`config.mk`:
```
export PLATFORM = sky130hd
export DESIGN_NAME = pgm_sound_mailbox
export DESIGN_NICKNAME = d
export VERILOG_FILES = /design/src/rtl/pgm_sound_pkg.sv /design/src/rtl/pgm_nmi_pulser.sv /design/src/rtl/pgm_sound_mailbox.sv
export SDC_FILE = /design/constraint.sdc
export NUM_CORES = 1
export LEC_CHECK = 0
export CELL_PAD_IN_SITES_DETAIL_PLACEMENT = 0
export CELL_PAD_IN_SITES_GLOBAL_PLACEMENT = 1
export CORE_MARGIN = 10
export CORE_UTILIZATION = 39
export DETAILED_ROUTE_END_ITERATION = 10
export GPL_TIMING_DRIVEN = 0
export PLACE_DENSITY_LB_ADDON = 0.3
export SLEW_MARGIN = 20
export SYNTH_ARGS = -nofsm -noshare
export SYNTH_HDL_FRONTEND = slang
export SYNTH_HIERARCHICAL = 1
export SYNTH_SLANG_ARGS = --single-unit
export TNS_END_PERCENT = 10
```
`constraint.sdc`:
```
create_clock -name fixed_20m_clk -period 2.7 [get_ports fixed_20m_clk]
set_clock_uncertainty 0.2 [all_clocks]
set_input_delay 0.27 -clock fixed_20m_clk [delete_from_list [all_inputs] [get_ports fixed_20m_clk]]
set_output_delay 0.27 -clock fixed_20m_clk [all_outputs]
set_load 0.005 [all_outputs]
```
`src/rtl/pgm_sound_pkg.sv`:
```
// Shared constants and types for the 68k <-> Z80 sound mailbox.
// Covers the 68k word indices, the Z80 I/O pages, the control magic words and the FSM encodings.
package pgm_sound_pkg;

    localparam logic [2:0] IDX_CMD    = 3'd1;
    localparam logic [2:0] IDX_LATCH2 = 3'd2;
    localparam logic [2:0] IDX_CTRL   = 3'd4;
    localparam logic [2:0] IDX_LATCH3 = 3'd6;

    localparam logic [7:0] PAGE_LATCH3 = 8'h81;
    localparam logic [7:0] PAGE_CMD    = 8'h82;
    localparam logic [7:0] PAGE_LATCH2 = 8'h84;

    localparam logic [15:0] CTRL_RESET = 16'h5050;
    localparam logic [15:0] CTRL_HALT  = 16'h45D3;

    // The encoding is visible to the 68k through the status word.
    typedef enum logic [1:0] {
        StRun   = 2'd0,
        StReset = 2'd1,
        StHalt  = 2'd2
    } ctrl_state_e;

    typedef enum logic [1:0] {
        NmiIdle = 2'd0,
        NmiLow  = 2'd1,
        NmiGap  = 2'd2
    } nmi_phase_e;

    function automatic logic [15:0] status_word(input ctrl_state_e st, input logic nmi_act,
                                                input logic q3, input logic q2, input logic p1);
        return {10'b0, st, nmi_act, q3, q2, p1};
    endfunction

endpackage

```
`src/rtl/pgm_nmi_pulser.sv`:
```
// Z80 NMI pulse generator: fixed-length low pulse, enforced high gap and a one-deep retrigger queue.
module pgm_nmi_pulser
    import pgm_sound_pkg::*;
#(
    parameter int unsigned NMI_CYCLES = 16,
    parameter int unsigned NMI_GAP    = 4
) (
    input  logic clk_i,
    input  logic reset_i,
    input  logic trigger_i,
    input  logic enable_i,
    input  logic flush_i,
    output logic nmi_no,
    output logic active_o
);

    localparam int unsigned CntMax = (NMI_CYCLES > NMI_GAP) ? NMI_CYCLES : NMI_GAP;
    localparam int unsigned CntW   = $clog2(CntMax + 1);

    nmi_phase_e      phase_q, phase_d;
    logic [CntW-1:0] cnt_q, cnt_d;
    logic            queue_q, queue_d;
    logic            fire;

    assign fire = trigger_i & enable_i;

    always_comb begin
        phase_d = phase_q;
        cnt_d   = cnt_q;
        queue_d = queue_q;
        if (flush_i) begin
            phase_d = NmiIdle;
            cnt_d   = '0;
            queue_d = 1'b0;
        end else begin
            case (phase_q)
                NmiIdle: begin
                    if (fire) begin
                        phase_d = NmiLow;
                        cnt_d   = CntW'(NMI_CYCLES);
                    end
                end
                NmiLow: begin
                    if (fire) begin
                        queue_d = 1'b1;
                    end
                    if (cnt_q == CntW'(1)) begin
                        phase_d = NmiGap;
                        cnt_d   = CntW'(NMI_GAP);
                    end else begin
                        cnt_d = cnt_q - CntW'(1);
                    end
                end
                NmiGap: begin
                    // A trigger in the last gap cycle starts the next pulse directly.
                    if (cnt_q == CntW'(1)) begin
                        if (queue_q || fire) begin
                            phase_d = NmiLow;
                            cnt_d   = CntW'(NMI_CYCLES);
                            queue_d = 1'b0;
                        end else begin
                            phase_d = NmiIdle;
                            cnt_d   = '0;
                        end
                    end else begin
                        cnt_d = cnt_q - CntW'(1);
                        if (fire) begin
                            queue_d = 1'b1;
                        end
                    end
                end
                default: begin
                    phase_d = NmiIdle;
                    cnt_d   = '0;
                    queue_d = 1'b0;
                end
            endcase
        end
    end

    always_ff @(posedge clk_i) begin
        if (reset_i) begin
            phase_q <= NmiIdle;
            cnt_q   <= '0;
            queue_q <= 1'b0;
        end else begin
            phase_q <= phase_d;
            cnt_q   <= cnt_d;
            queue_q <= queue_d;
        end
    end

    assign nmi_no   = (phase_q != NmiLow);
    assign active_o = (phase_q != NmiIdle);

endmodule

```
`src/rtl/pgm_sound_mailbox.sv`:
```
// 68k <-> Z80 sound-latch mailbox: command/reply latches, handshake flags, Z80 reset/halt
// control and NMI generation towards the sound CPU.
module pgm_sound_mailbox
    import pgm_sound_pkg::*;
#(
    parameter int unsigned NMI_CYCLES   = 16,
    parameter int unsigned NMI_GAP      = 4,
    parameter int unsigned RESET_CYCLES = 64
) (
    input  logic        fixed_20m_clk,
    input  logic        reset,
    input  logic        m_we,
    input  logic        m_re,
    input  logic [2:0]  m_idx,
    input  logic [1:0]  m_be,
    input  logic [15:0] m_din,
    output logic [15:0] m_dout,
    output logic        m_ack,
    input  logic        z_wr,
    input  logic        z_rd,
    input  logic [7:0]  z_page,
    input  logic [7:0]  z_din,
    output logic [7:0]  z_dout,
    output logic        z80_reset,
    output logic        z80_busrq_n,
    output logic        z80_nmi_n
);

    localparam int unsigned RstW = $clog2(RESET_CYCLES + 1);

    ctrl_state_e     state_q, state_d;
    logic [RstW-1:0] rst_cnt_q, rst_cnt_d;
    logic [7:0]      c1_q, c1_d, c2_q, c2_d, c3_q, c3_d;
    logic [7:0]      r2_q, r2_d, r3_q, r3_d;
    logic            p1_q, p1_d, q2_q, q2_d, q3_q, q3_d;
    logic            m_ack_q;
    logic [15:0]     m_dout_q, m_dout_d;
    logic [15:0]     rd_data;

    logic ctrl_wr, c1_wr, c2_wr, c3_wr;
    logic m_rd_r2, m_rd_r3;
    logic z_rd_c1, z_wr_r2, z_wr_r3;
    logic reset_entry;
    logic nmi_active;

    assign ctrl_wr = m_we & (m_idx == IDX_CTRL) & (m_be == 2'b11);
    assign c1_wr   = m_we & (m_idx == IDX_CMD) & m_be[0];
    assign c2_wr   = m_we & (m_idx == IDX_LATCH2) & m_be[0];
    assign c3_wr   = m_we & (m_idx == IDX_LATCH3) & m_be[0];
    assign m_rd_r2 = m_re & (m_idx == IDX_LATCH2);
    assign m_rd_r3 = m_re & (m_idx == IDX_LATCH3);
    assign z_rd_c1 = z_rd & (z_page == PAGE_CMD);
    assign z_wr_r2 = z_wr & (z_page == PAGE_LATCH2);
    assign z_wr_r3 = z_wr & (z_page == PAGE_LATCH3);

    // Control FSM: a reset command always (re)loads the reset-length counter.
    always_comb begin
        state_d   = state_q;
        rst_cnt_d = rst_cnt_q;
        case (state_q)
            StRun: begin
                if (ctrl_wr && m_din == CTRL_RESET) begin
                    state_d   = StReset;
                    rst_cnt_d = RstW'(RESET_CYCLES);
                end else if (ctrl_wr && m_din == CTRL_HALT) begin
                    state_d = StHalt;
                end
            end
            StReset: begin
                if (ctrl_wr && m_din == CTRL_RESET) begin
                    rst_cnt_d = RstW'(RESET_CYCLES);
                end else if (rst_cnt_q == RstW'(1)) begin
                    state_d = StRun;
                end else begin
                    rst_cnt_d = rst_cnt_q - RstW'(1);
                end
            end
            StHalt: begin
                if (ctrl_wr) begin
                    if (m_din == CTRL_RESET) begin
                        state_d   = StReset;
                        rst_cnt_d = RstW'(RESET_CYCLES);
                    end else begin
                        state_d = StRun;
                    end
                end
            end
            default: begin
                state_d   = StRun;
                rst_cnt_d = '0;
            end
        endcase
    end

    assign reset_entry = (state_d == StReset) && (state_q != StReset);

    // Setting a flag wins over clearing it in the same cycle; entering reset wins over both.
    always_comb begin
        c1_d = c1_wr ? m_din[7:0] : c1_q;
        c2_d = c2_wr ? m_din[7:0] : c2_q;
        c3_d = c3_wr ? m_din[7:0] : c3_q;
        r2_d = z_wr_r2 ? z_din : r2_q;
        r3_d = z_wr_r3 ? z_din : r3_q;

        p1_d = p1_q;
        if (c1_wr) begin
            p1_d = 1'b1;
        end else if (z_rd_c1) begin
            p1_d = 1'b0;
        end

        q2_d = q2_q;
        if (z_wr_r2) begin
            q2_d = 1'b1;
        end else if (m_rd_r2) begin
            q2_d = 1'b0;
        end

        q3_d = q3_q;
        if (z_wr_r3) begin
            q3_d = 1'b1;
        end else if (m_rd_r3) begin
            q3_d = 1'b0;
        end

        if (reset_entry) begin
            p1_d = 1'b0;
            q2_d = 1'b0;
            q3_d = 1'b0;
        end
    end

    always_comb begin
        rd_data = 16'hFFFF;
        case (m_idx)
            IDX_LATCH2: rd_data = {8'h00, r2_q};
            IDX_LATCH3: rd_data = {8'h00, r3_q};
            IDX_CTRL:   rd_data = status_word(state_q, nmi_active, q3_q, q2_q, p1_q);
            default:    rd_data = 16'hFFFF;
        endcase
        m_dout_d = m_re ? rd_data : m_dout_q;
    end

    always_comb begin
        z_dout = 8'hFF;
        case (z_page)
            PAGE_CMD:    z_dout = c1_q;
            PAGE_LATCH2: z_dout = c2_q;
            PAGE_LATCH3: z_dout = c3_q;
            default:     z_dout = 8'hFF;
        endcase
    end

    pgm_nmi_pulser #(
        .NMI_CYCLES (NMI_CYCLES),
        .NMI_GAP    (NMI_GAP)
    ) u_nmi_pulser (
        .clk_i     (fixed_20m_clk),
        .reset_i   (reset),
        .trigger_i (c1_wr),
        .enable_i  (state_d == StRun),
        .flush_i   (reset_entry),
        .nmi_no    (z80_nmi_n),
        .active_o  (nmi_active)
    );

    always_ff @(posedge fixed_20m_clk) begin
        if (reset) begin
            state_q   <= StRun;
            rst_cnt_q <= '0;
            c1_q      <= '0;
            c2_q      <= '0;
            c3_q      <= '0;
            r2_q      <= '0;
            r3_q      <= '0;
            p1_q      <= 1'b0;
            q2_q      <= 1'b0;
            q3_q      <= 1'b0;
            m_ack_q   <= 1'b0;
            m_dout_q  <= '0;
        end else begin
            state_q   <= state_d;
            rst_cnt_q <= rst_cnt_d;
            c1_q      <= c1_d;
            c2_q      <= c2_d;
            c3_q      <= c3_d;
            r2_q      <= r2_d;
            r3_q      <= r3_d;
            p1_q      <= p1_d;
            q2_q      <= q2_d;
            q3_q      <= q3_d;
            m_ack_q   <= m_we | m_re;
            m_dout_q  <= m_dout_d;
        end
    end

    assign m_ack       = m_ack_q;
    assign m_dout      = m_dout_q;
    assign z80_reset   = (state_q == StReset);
    assign z80_busrq_n = (state_q != StHalt);

endmodule

```
# ---- Yosys cells after proc, flatten, opt, wreduce, memory -nomap -nowiden
# Cells that the tools add are included.
dict set report totals {
  register_bits 77
  out_inout_bits 28
  ramBits 0
  latch_bits 0
  n_memories 0
  rom_bits 0
}
dict set report op_classes {
  div_mod_pow 0
  bitwise_logic 16
  order_cmp 0
  n_reduce_logical 15
  shift 0
  n_eq_ne 28
  muxes 35
  mul 0
  addsub 2
}
# op count
set op_table {}
lappend op_table {{16-bit one-hot mux with 3 select lines} 1}
lappend op_table {{7-bit 2-to-1 mux} 5}
lappend op_table {{16-bit by 15-bit equality test with 1-bit output (second input constant)} 2}
lappend op_table {{8-bit equality test (second input constant)} 3}
lappend op_table {{8-bit one-hot mux with 3 select lines} 1}
lappend op_table {{7-bit one-hot mux with 3 select lines} 1}
lappend op_table {{5-bit 2-to-1 mux} 4}
lappend op_table {{2-bit 2-to-1 mux} 8}
lappend op_table {{5-bit one-hot mux with 3 select lines} 1}
lappend op_table {{1-bit bitwise AND} 14}
lappend op_table {{2-bit one-hot mux with 3 select lines} 2}
lappend op_table {{1-bit 2-to-1 mux} 11}
lappend op_table {{2-bit by 1-bit inequality test with 1-bit output (second input constant)} 5}
lappend op_table {{2-bit inequality test (second input constant)} 4}
lappend op_table {{2-bit nonzero test} 4}
lappend op_table {{7-bit by 1-bit equality test with 1-bit output (second input constant)} 1}
lappend op_table {{7-bit by 1-bit subtractor with 7-bit output (second input constant)} 1}
lappend op_table {{2-bit by 1-bit equality test with 1-bit output (second input constant)} 3}
lappend op_table {{2-bit equality test (second input constant)} 3}
lappend op_table {{3-bit equality test (second input constant)} 2}
lappend op_table {{2-bit zero test} 3}
lappend op_table {{3-bit inequality test (second input constant)} 2}
lappend op_table {{5-bit by 1-bit equality test with 1-bit output (second input constant)} 1}
lappend op_table {{5-bit by 1-bit subtractor with 5-bit output (second input constant)} 1}
lappend op_table {{11 further kinds} 13}

# ---- Depth between registers and ports, before layout
# Gate-level depths: netlist of the first run.
dict set report logic_depth {
  word_depth 13
  ltp_mapped 9
  depth_no_buf 9
}

# ---- Modules after synthesis
# Netlist of the first run, hierarchy kept.
# mod cells_each seq_area_each_um2 area_each_um2 instances
set modules_own_cells {}
lappend modules_own_cells {pgm_sound_mailbox 319 1241.2 2925.3 1}
lappend modules_own_cells {pgm_nmi_pulser 66 160.2 548.0 1}

# ---- Least setup slack after synthesis of the first run
# No wires, ideal clock.
dict set report synth_timing {
  path_kind {input-to-reg}
  startpoint {input port m_idx[0]}
  endpoint {register u_nmi_pulser.cnt_q[2]}
  slack_ns 0.448
  cell_stages 7
  path_buffers 0
  setup_time_ns 0.095
  t_arrival_ns 1.957
  path_cell_list {nand3b_1 -> or3_1 -> nand2b_1 -> nor3b_1 -> a21bo_2 -> o21ai_0 -> a221oi_1}
}
dict set report synth_between {
  elab_chain_len 10
}
# element line
set synth_lines {}
lappend synth_lines {{from (decl)} pgm_sound_mailbox.sv:14} ;# input logic [2:0] m_idx,
lappend synth_lines {{3-bit equality test} pgm_sound_mailbox.sv:46} ;# assign ctrl_wr = m_we & (m_idx == IDX_CTRL) & (m_be == 2'b11);
lappend synth_lines {{1-bit bitwise AND (2 in a row)} pgm_sound_mailbox.sv:46}
lappend synth_lines {{1-bit logical AND} pgm_sound_mailbox.sv:65} ;# end else if (ctrl_wr && m_din == CTRL_HALT) begin
lappend synth_lines {{2-bit 2-to-1 mux} pgm_sound_mailbox.sv:65}
lappend synth_lines {{2-bit 2-to-1 mux} pgm_sound_mailbox.sv:62} ;# if (ctrl_wr && m_din == CTRL_RESET) begin
lappend synth_lines {{2-bit one-hot mux with 3 select lines} pgm_sound_mailbox.sv:60} ;# case (state_q)
lappend synth_lines {{2-bit zero test or 2-bit by 1-bit equality test with 1-bit output (tied branches)} {pgm_sound_mailbox.sv:161, pgm_sound_mailbox.sv:95}}
lappend synth_lines {{1-bit bitwise AND or 1-bit logical AND (tied branches)} {pgm_nmi_pulser.sv:25, pgm_sound_mailbox.sv:95}}
lappend synth_lines {{2-bit by 1-bit inequality test with 1-bit output (no line) or 2-bit OR reduction (tied branches)} -}
lappend synth_lines {{to (signal assigned)} pgm_nmi_pulser.sv:88} ;# cnt_q <= cnt_d;
lappend synth_lines {{to (decl)} pgm_nmi_pulser.sv:21} ;# logic [CntW-1:0] cnt_q, cnt_d;
# Several ways; a longest one is shown, not always the timed one.
# A chain may end at the register's enable or synchronous reset.

# ---- Worst setup path in the final report of the first run
dict set report layout_timing {
  startpoint {input port m_idx[0]}
  endpoint {register u_nmi_pulser.cnt_q[4]}
}
dict set report layout_between {
  elab_chain_len 13
}
# element line
set layout_lines {}
lappend layout_lines {{3-bit equality test} pgm_sound_mailbox.sv:46}
lappend layout_lines {{1-bit bitwise AND (2 in a row)} pgm_sound_mailbox.sv:46}
lappend layout_lines {{1-bit logical AND} pgm_sound_mailbox.sv:65}
lappend layout_lines {{2-bit 2-to-1 mux} pgm_sound_mailbox.sv:65}
lappend layout_lines {{2-bit 2-to-1 mux} pgm_sound_mailbox.sv:62}
lappend layout_lines {{2-bit one-hot mux with 3 select lines} pgm_sound_mailbox.sv:60}
lappend layout_lines {{2-bit zero test} pgm_sound_mailbox.sv:161} ;# .enable_i (state_d == StRun),
lappend layout_lines {{1-bit bitwise AND} pgm_nmi_pulser.sv:25} ;# assign fire = trigger_i & enable_i;
lappend layout_lines {{1-bit logical OR} pgm_nmi_pulser.sv:57} ;# if (queue_q || fire) begin
lappend layout_lines {{5-bit 2-to-1 mux} pgm_nmi_pulser.sv:57}
lappend layout_lines {{5-bit 2-to-1 mux} pgm_nmi_pulser.sv:56} ;# if (cnt_q == CntW'(1)) begin
lappend layout_lines {{5-bit one-hot mux with 3 select lines} pgm_nmi_pulser.sv:36} ;# case (phase_q)
# Several ways; a longest one is shown, not always the timed one.

==> results of run 1 <==
## Yosys cell counts (2+ instances only)
| cell type | count | area share |
|---|---|---|
| sky130_fd_sc_hd__o31ai_1 | 3 | 0.0065 |
| sky130_fd_sc_hd__ha_1 | 8 | 0.029 |
| sky130_fd_sc_hd__buf_6 | 2 | 0.0065 |
| sky130_fd_sc_hd__nand4_1 | 2 | 0.0036 |
| sky130_fd_sc_hd__nor2_1 | 63 | 0.068 |
| sky130_fd_sc_hd__nand3b_1 | 2 | 0.0043 |
| sky130_fd_sc_hd__a2bb2oi_1 | 8 | 0.020 |
| sky130_fd_sc_hd__a21bo_2 | 2 | 0.0058 |
| sky130_fd_sc_hd__dfxtp_1 | 70 | 0.40 |
| sky130_fd_sc_hd__clkbuf_1 | 13 | 0.014 |
| sky130_fd_sc_hd__o21ai_0 | 9 | 0.013 |
| sky130_fd_sc_hd__xnor2_1 | 2 | 0.0050 |
| sky130_fd_sc_hd__a22oi_1 | 2 | 0.0043 |
| sky130_fd_sc_hd__nor4_1 | 2 | 0.0036 |
| sky130_fd_sc_hd__buf_4 | 8 | 0.017 |
| sky130_fd_sc_hd__nand2b_1 | 11 | 0.020 |
| sky130_fd_sc_hd__nor3_1 | 6 | 0.0086 |
| sky130_fd_sc_hd__nor2_2 | 2 | 0.0036 |
| sky130_fd_sc_hd__nor4_2 | 3 | 0.011 |
| sky130_fd_sc_hd__inv_1 | 14 | 0.015 |
| sky130_fd_sc_hd__a211oi_1 | 4 | 0.0086 |
| sky130_fd_sc_hd__nor2b_1 | 3 | 0.0054 |
| sky130_fd_sc_hd__or2_2 | 3 | 0.0054 |
| sky130_fd_sc_hd__buf_2 | 3 | 0.0043 |
| sky130_fd_sc_hd__nor3b_1 | 3 | 0.0065 |
| sky130_fd_sc_hd__nor4b_1 | 2 | 0.0050 |
| sky130_fd_sc_hd__or3_1 | 4 | 0.0072 |
| sky130_fd_sc_hd__mux2i_1 | 49 | 0.14 |
| sky130_fd_sc_hd__o22ai_1 | 17 | 0.031 |
| sky130_fd_sc_hd__a21oi_1 | 13 | 0.019 |
| sky130_fd_sc_hd__nand2_1 | 22 | 0.024 |
| sky130_fd_sc_hd__or4_1 | 4 | 0.0086 |
| sky130_fd_sc_hd__o22a_1 | 8 | 0.020 |
| sky130_fd_sc_hd__a221oi_1 | 2 | 0.0050 |
| sky130_fd_sc_hd__nand4b_1 | 2 | 0.0050 |
## layout by cell type, fill, tap and decap left out, types with 3 or more instances in the layout
cell type / n
sky130_fd_sc_hd__nor3_1: 6
sky130_fd_sc_hd__buf_4: 10
sky130_fd_sc_hd__ha_1: 8
sky130_fd_sc_hd__a211oi_1: 4
sky130_fd_sc_hd__or4_1: 4
sky130_fd_sc_hd__o22ai_1: 17
sky130_fd_sc_hd__a2bb2oi_1: 8
sky130_fd_sc_hd__nor2b_1: 3
sky130_fd_sc_hd__nor2_1: 62
sky130_fd_sc_hd__clkbuf_1: 10
sky130_fd_sc_hd__dfxtp_1: 70
sky130_fd_sc_hd__o22a_1: 8
sky130_fd_sc_hd__nand2b_1: 11
sky130_fd_sc_hd__o21ai_0: 9
sky130_fd_sc_hd__or3_1: 3
sky130_fd_sc_hd__clkdlybuf4s50_1: 70
sky130_fd_sc_hd__nand2_1: 22
sky130_fd_sc_hd__buf_2: 3
sky130_fd_sc_hd__clkinv_4: 3
sky130_fd_sc_hd__clkbuf_8: 9
sky130_fd_sc_hd__inv_1: 14
sky130_fd_sc_hd__mux2i_1: 49
sky130_fd_sc_hd__or2_2: 3
sky130_fd_sc_hd__a21oi_1: 13
sky130_fd_sc_hd__o31ai_1: 3
## final timing paths
kind	from	end	slack [ns]	cells past startpoint
hold / removal	q3_q$_SDFFE_PP0P_	q3_q$_SDFFE_PP0P_	0.28	2
hold reg to reg	q3_q$_SDFFE_PP0P_	q3_q$_SDFFE_PP0P_	0.28	2
setup / recovery	m_idx[0]	u_nmi_pulser/cnt_q[4]$_SDFFE_PP0P_	0.14	9
setup reg to reg	rst_cnt_q[2]$_SDFFE_PP0P_	u_nmi_pulser/phase_q[0]$_SDFFE_PP0P_	0.34	7
## power by group through the flow
| stage | combinational (mW) | sequential (mW) | clock [mW] |
|---|---|---|---|
| 6_report | 0.267 | 1.06 | 0.973 |
| 2_1_floorplan | 0.115 | 1.09 | 0 |
| 3_5_place_dp | 0.266 | 1.09 | 0 |
| 4_1_cts | 0.268 | 1.06 | 0.996 |
| 3_3_place_gp | 0.265 | 1.09 | 0 |
| 5_1_grt | 0.290 | 1.06 | 1.04 |
## repair_timing
| item | in CTS | in global routing |
|---|---|---|
| hold buffers | 0 | 0 |
| resized for setup | 3 | 7 |
| setup buffers | 0 | 2 |
| pin swaps | 0 | 1 |
| endpoints found under the setup margin | 11 | 14 |
## cells by family after synthesis
kind of cell | Yosys count
AOI/OAI and AO/OA | 77
xor gates and xnor gates | 2
adders and majority gates | 8
buffers and inverters | 41
DFF | 70
muxes | 49
and+or+nand+nor | 138
## flip-flops by register name (all words and copies together), names as in the netlist
signal and count:
r2_q 8, p1_q 1, u_nmi_pulser/phase_q 2, state_q 2, r3_q 8, c3_q 8
u_nmi_pulser/queue_q 1, q2_q 1, rst_cnt_q 7, m_dout 9, c2_q 8, u_nmi_pulser/cnt_q 5
m_ack 1, q3_q 1, c1_q 8
## final cells by class
type | instances | share of cell area
clock inverter | 7 | 0.0226
tap | 108 | 0.0295
buffer | 25 | 0.0317
inverter | 14 | 0.0115
multi-input combinational | 274 | 0.416
timing repair buffer | 72 | 0.156
sequential | 70 | 0.306
clock buffer | 9 | 0.0270
## worst max-delay path: stages
cell and delay, ns:
sky130_fd_sc_hd__clkdlybuf4s50_1 0.44, sky130_fd_sc_hd__nand3b_1 0.30, sky130_fd_sc_hd__or4_1 0.54, sky130_fd_sc_hd__a221oi_2 0.26
sky130_fd_sc_hd__nor3b_2 0.11, sky130_fd_sc_hd__a21boi_2 0.26, sky130_fd_sc_hd__nor3_2 0.10, sky130_fd_sc_hd__a211oi_1 0.25
sky130_fd_sc_hd__nor3_1 0.06
## per-layer routing
layer  track usage  vias to the layer above  share of wire
met5             0                        -              0
met4        0.0301                        0         0.0044
met3        0.0535                        5          0.058
met2         0.243                       61           0.49
met1         0.171                     1432           0.45
li1              -                     1536              -
==> flow_results.org, run 1 <==
** CTS
- Maximum buffer depth of the clock tree :: 2
- After clock tree synthesis, the clock-pin slew on the worst setup and hold paths is 0.08 ns.
- CTS tree :: yes
- In this run, CTS created clock tree buffers numbering 9.
- CTS sink count :: 70
- H-Tree Depth :: 3
- Clock root buffer :: sky130_fd_sc_hd__clkbuf_8
- The clock reaches the later pin of the worst-skew pair after 0.34 ns.

** Final layout
- Growth of design area from synthesis to finish :: 32.0%
- Area taken by multi-input logic gates :: 1910 um^2
- Leaving out filler cells and counting taps, the final layout contains 579.
- Fraction of the core area covered by cells at the end of the flow :: 0.528
- After routing the design area is 4590 um^2.
- Registers take 1400 um^2.
- For this run, the post-layout net count is between 500 and 600.
- Filler cell count in the final layout :: ~880
- Antenna cells :: 0
- Of the cells placed in the final design, the portion with a size suffix greater than 1 is 0.115.

** Timing
- Hold Fails Final Rpt :: 0
- Setup violations remaining at the end of the flow were counted as 0.
- The tightest hold path in the finished design has a slack of approximately 0.28 ns.
- Final Critical Period :: around 2.6 ns
- In the finished design, the share of the clock period the worst path needs comes to 0.949.
- For the pin with the worst max-slew slack, the measured transition is between 0.6 and 0.7 ns.
- Final Max Tran Viols :: 0
- Total negative slack for setup checks :: 0 ns
- Derived from the worst setup path, the maximum achievable clock frequency is ~390 MHz.
- Measured against its own limit, the worst slew margin works out to 0.541.
- After layout, the worst setup slack is around 0.14 ns.

** Global routing
- Number of global-route vias before repair :: between 3000 and 4000
- For this run, the total global-route usage over all layers was measured as 0.144.
- Pin count of the biggest net entering global routing :: 15
- Summed over all layers, the global routing overflow is 0.
- The initial antenna violation count came to 0.
- The first global-routing pass estimated roughly 15 mm of wire.

** Detailed routing
- Total iterations of the first detailed-routing run :: 5
- DRT Wirelength :: slightly above 9 mm
- In the routed design, unresolved DRC markers number 0.
- In this run, the number of DRC markers left after iteration 0 of detailed routing was 120.
- Per-cell via count in the routed design :: approximately 5.2
- After detailed routing, the average wire length per cell comes to ~16 um.
- Via count :: 3034
- In this run the remaining antenna-violating nets after routing total 0.

** Placed design
- At the end of routability-driven placement, the weighted congestion stood at just under 0.8.
- Including well taps, the total number of placed cells is approximately 560.
- Once placement finished, the instance area stood at roughly 4300 um^2.
- Number of buffers added on ports :: 70
- Setup slack after placement :: -0.431 ns
- Estimated wirelength of the detail-placed design :: approximately 7 mm

** Setup path
- Startpoint type of the worst setup path :: input pin
- Worst path required time :: between 2 and 3 ns
- Kind of end point of the critical path :: flop
- The critical path in this run is classified as in -> reg.
- In this run the worst path has a maximum fanout of 4.
- At the worst endpoint, the arrival time is around 2.6 ns.

** Run status
- The flow ran to the end, and the final reports show no timing, DRC or antenna violations.

** Floorplan
- The initial utilization of the core area, before any placement, comes to 0.400.
- In this run the standard cell core region covers a little under 9000 um^2.
- The die covers between 10000 and 15000 um^2.
- From left edge to right edge, the die measures between 100 and 150 um.
- Total I/O pin count :: 71
- After floorplanning, the core was divided into 34 placement rows.
- From bottom edge to top edge, the die measures 114 um.

** Power and ir drop
- Summed over all nets, the switching power comes to around 0.57 mW.
- Overall power consumption after layout is estimated at roughly 2.3 mW.
- The share of total power dissipated in the clock network is 0.423.
- Proportion of power drawn by combinational gates :: 0.116
- In this run the power density over the cells is between 500 and 600 nW/um^2.
- Of the total power, the share spent switching nets is 0.248.
- VDD IR-drop max :: 265 uV
- Int Power :: 1.73 mW
- Share of power burned in registers :: 0.461
- For this design the static power due to leakage is about 1.7 nW.

** Flow run
- Count of maximum capacitance violations :: 0

** Logic synthesis
- In this run, synthesis inferred 0 flip-flops with an integrated enable.
- The share of the synthesized area in compound gates (AO/OA/AOI/OAI) is 0.159.
- Synthesis handed over a netlist of 385 instances.
- Counting flops with an async set or reset pin after synthesis yields a share of 0.
- Post-synthesis share of cell area spent on xor and xnor gates :: 0.00504
- In the synthesized netlist the dominant register cell turns out to be sky130_fd_sc_hd__dfxtp_1.
- Of the post-synthesis cell area, the part taken by muxes is 0.141.
- In this run, distinct cell masters in the synthesized netlist total just under 50.
- Combinational family with the most area after synthesis :: simple AND/OR/NAND/NOR gates
- After synthesis the netlist holds a flip-flop and latch count of 70.
- Each instance of the synthesized netlist takes up on average 9.02 um^2.
- The synthesized netlist occupies a cell area of 3470 um^2.
- Fraction of the yosys area taken by sequential cells :: 0.403
- Simple-Gate Fraction of Synth Area :: 0.205
- Warnings from Yosys :: 6
- Post-synthesis share of cell area spent on full adders, half adders and majority gates :: 0.0288
- Syn nets :: 436

** Hold path
- In this run the worst hold path is classified as reg -> reg.
No activity file was read; power rests on OpenSTA's default activity.
==> run 2: changes to the inputs <==
--- a/config.mk
+++ b/config.mk
@@ -7,7 +7,6 @@
 export LEC_CHECK = 0
 export CELL_PAD_IN_SITES_DETAIL_PLACEMENT = 0
 export CELL_PAD_IN_SITES_GLOBAL_PLACEMENT = 1
-export CORE_MARGIN = 10
 export CORE_UTILIZATION = 39
 export DETAILED_ROUTE_END_ITERATION = 10
 export GPL_TIMING_DRIVEN = 0
==> flow_results.org, run 2 (same netlist as run 1, synthesis figures left out) <==
** Power and ir drop
- Overall Power :: 2.19 mW (-4.9%)
- The standby leakage power was 1.70 nW (-0.63%).
- The peak supply drop came to 310 uV (+17%).
- The power per standard cell area was 480 nW/um^2 (-4.3%).

** Final layout
- The number of inserted filler cells in the final layout came to 849 (-3.6%).
- In the layout the commonest cells are 70 x sky130_fd_sc_hd__dfxtp_1, 70 x sky130_fd_sc_hd__clkdlybuf4s50_1, 62 x sky130_fd_sc_hd__nor2_1.
- Post-layout nets :: 518 (+0.19%)
- The diode insertion count for antenna repair came to 0 (unchanged).
- Final Instance Count excl. Fillers :: 579 (unchanged)
- Growth of design area from synthesis to finish :: 31.2%
- Max reg flops :: 9 (unchanged)
- The ratio of cells with drive above 1 in the final layout came to 0.108 (-0.00637).

** Timing
- The headroom to the max-slew limit was 0.582 (+0.0403).
- Post-route fraction of the period consumed by the critical path :: 0.952 (+0.00207)
- Worst-Margin Slew :: 0.628 ns (-0.0604 ns)
- Final Critical Period :: 2.57 ns (+0.00558 ns)
- Final Max Tran Viols :: 0 (unchanged)
- Hold Fails Final Rpt :: 0 (unchanged)
- Setup repair after global routing could not meet its margin everywhere.
- The maximum clock frequency came to 389 MHz (-0.22%).
- The number of setup violations in the final report is 0 (unchanged).

** Run status
- Outcome :: finished clean

** Setup path
- Startpoint type of the worst setup path :: input pin
- Critical-path top delay cell :: sky130_fd_sc_hd__or4_1
- Cell-by-cell trace of the critical path :: clkdlybuf4s50_1, nand3b_1, or4_1, a221oi_1, nor3b_2, a21boi_4, nor3_2, a211oi_1, nor3_1
- Critical path arrival :: 2.58 ns (-0.02 ns)
- Combined buffer and inverter count along the critical path :: 1 (unchanged)
- The register-to-register path setup slack is 0.32 ns (-0.02 ns).
- The worst setup path is captured at a flop.
- On the critical path the largest part of the delay comes from simple AND/OR/NAND/NOR gates.
- Critical Path Max Stage Delay :: 0.51 ns (-0.03 ns)
- The worst setup path is of the in -> reg kind.
- Worst path required time :: 2.71 ns (-0.03 ns)
- Maximum fanout count along the critical path :: 6 (+2)

** Detailed routing
- The post-detailed-route DRC marker count is 0 (unchanged).
- Total iterations of the first detailed-routing run :: 4 (-1)
- Number of violations reported at the end of detailed-routing iteration 0 :: 91 (-24%)
- Via count :: 3053 (+0.63%)
- DRT Wirelength :: 8.58 mm (-8.0%)
- Remaining number of nets flagged by the antenna check after routing :: 0 (unchanged)
- Routed length per instance :: 14.8 um (-8.0%)
- The via count normalized by instance count came to 5.27 (+0.63%).

** Floorplan
- The top-level I/O count is 71 (unchanged).
- The overall die height is 96.4 um (-16%).
- The width of the chip is 96.4 um (-16%).
- Site Rows :: 34 (unchanged)
- The core footprint was 8680 um^2 (unchanged).
- The die outline area came to 9290 um^2 (-29%).
- The initial standard-cell utilization of the core was 0.400 (unchanged).

** CTS
- H-Tree Depth :: 3 (unchanged)
- Hold Buf Count CTS :: 0 (unchanged)
- CTS tree :: yes
- Clock root buffer :: sky130_fd_sc_hd__clkbuf_8
- The clock transition at the register clock pins on the worst setup and hold paths after CTS was 0.07 ns (about the same).
- TritonCTS Buffers :: 9 (unchanged)
- Maximum buffer depth of the clock tree :: 2 (unchanged)
- CTS sink count :: 70 (unchanged)
- Worst skew pair latency :: 0.34 ns (about the same)

** Hold path
- The worst hold path belongs to the class reg -> reg.

** Global routing
- The number of global-route vias before repair came to 2753 (-11%).
- Initial antenna violation count :: 0 (unchanged)
- Global-route wire length before repair :: 13.6 mm (-10%)
- Total global routing track utilization :: 0.192 (+0.0479)
- The largest net degree at the start of global routing is 13 (-2).
- The total grt overflow is 0 (unchanged).

** Placed design
- The total placed cells including tap cells came to 563 (unchanged).
- The placed wire-length estimate after detailed placement was 6.19 mm (-11%).
- The weighted congestion reported at the end of routability-driven placement came to 0.777 (about the same).
- Number of buffers added on ports :: 70 (unchanged)

** Flow run
- The max-cap violation count is 0 (unchanged).
run 2: final cells by class:
class,instances,area (um^2),area share
clock buffer,10,138,0.0302
multi-input combinational,274,1900,0.418
timing repair buffer,73,723,0.159
clock inverter,5,58.8,0.0129
sequential,70,1400,0.308
tap,108,135,0.0297
buffer,25,144,0.0316
inverter,14,52.6,0.0115
run 2: power breakdown:
part,internal (mW),total (mW),switching (mW)
combinational,0.150,0.265,0.116
sequential,1.05,1.06,0.0126
clock,0.449,0.861,0.412
total,1.65,2.19,0.540
run 2: worst paths after layout:
check,start,end,cells after the start
min,p1_q$_SDFFE_PP0P_,p1_q$_SDFFE_PP0P_,2
min reg2reg,p1_q$_SDFFE_PP0P_,p1_q$_SDFFE_PP0P_,2
max reg2reg,state_q[1]$_SDFF_PP0_,u_nmi_pulser/cnt_q[4]$_SDFFE_PP0P_,7
max,m_idx[0],u_nmi_pulser/cnt_q[4]$_SDFFE_PP0P_,9
run 2: worst reg2reg max path, delay by kind of cell (launching register included):
kind / cells / cell delay [ns]
AO/OA/AOI/OAI: 3 / 0.85
flip-flops: 1 / 0.38
AND/OR/NAND/NOR: 4 / 0.84
run 2: through the flow:
| step | setup TNS (ns) | hold slack, ns | area, um^2 | worst slack, ns | utilization |
|---|---|---|---|---|---|
| after CTS | -0.0552 | 0.292 | 4510 | -0.0552 | 0.519 |
| after floorplan | 0 | 0.186 | 3470 | 0.448 | - |
| after detailed placement | -3.26 | 0.275 | 4310 | -0.401 | 0.497 |
| final | 0 | 0.288 | 4560 | 0.131 | 0.525 |
| after global placement | -3.05 | 0.265 | 4310 | -0.383 | 0.497 |
| after global routing | -0.00341 | 0.318 | 4560 | -0.00341 | 0.525 |
run 2: layer usage:
layer	GRT usage	routed length, um	vias up
met3	0.0423	394	5
met2	0.310	3890	68
met5	0	0	-
li1	-	-	1526
met4	0.0404	60	0
met1	0.262	4230	1454
run 2: repair_timing:
item,CTS,global route
setup buffers,0,3
pin swaps,0,1
gates resized for setup,1,7
setup endpoints to repair,9,16
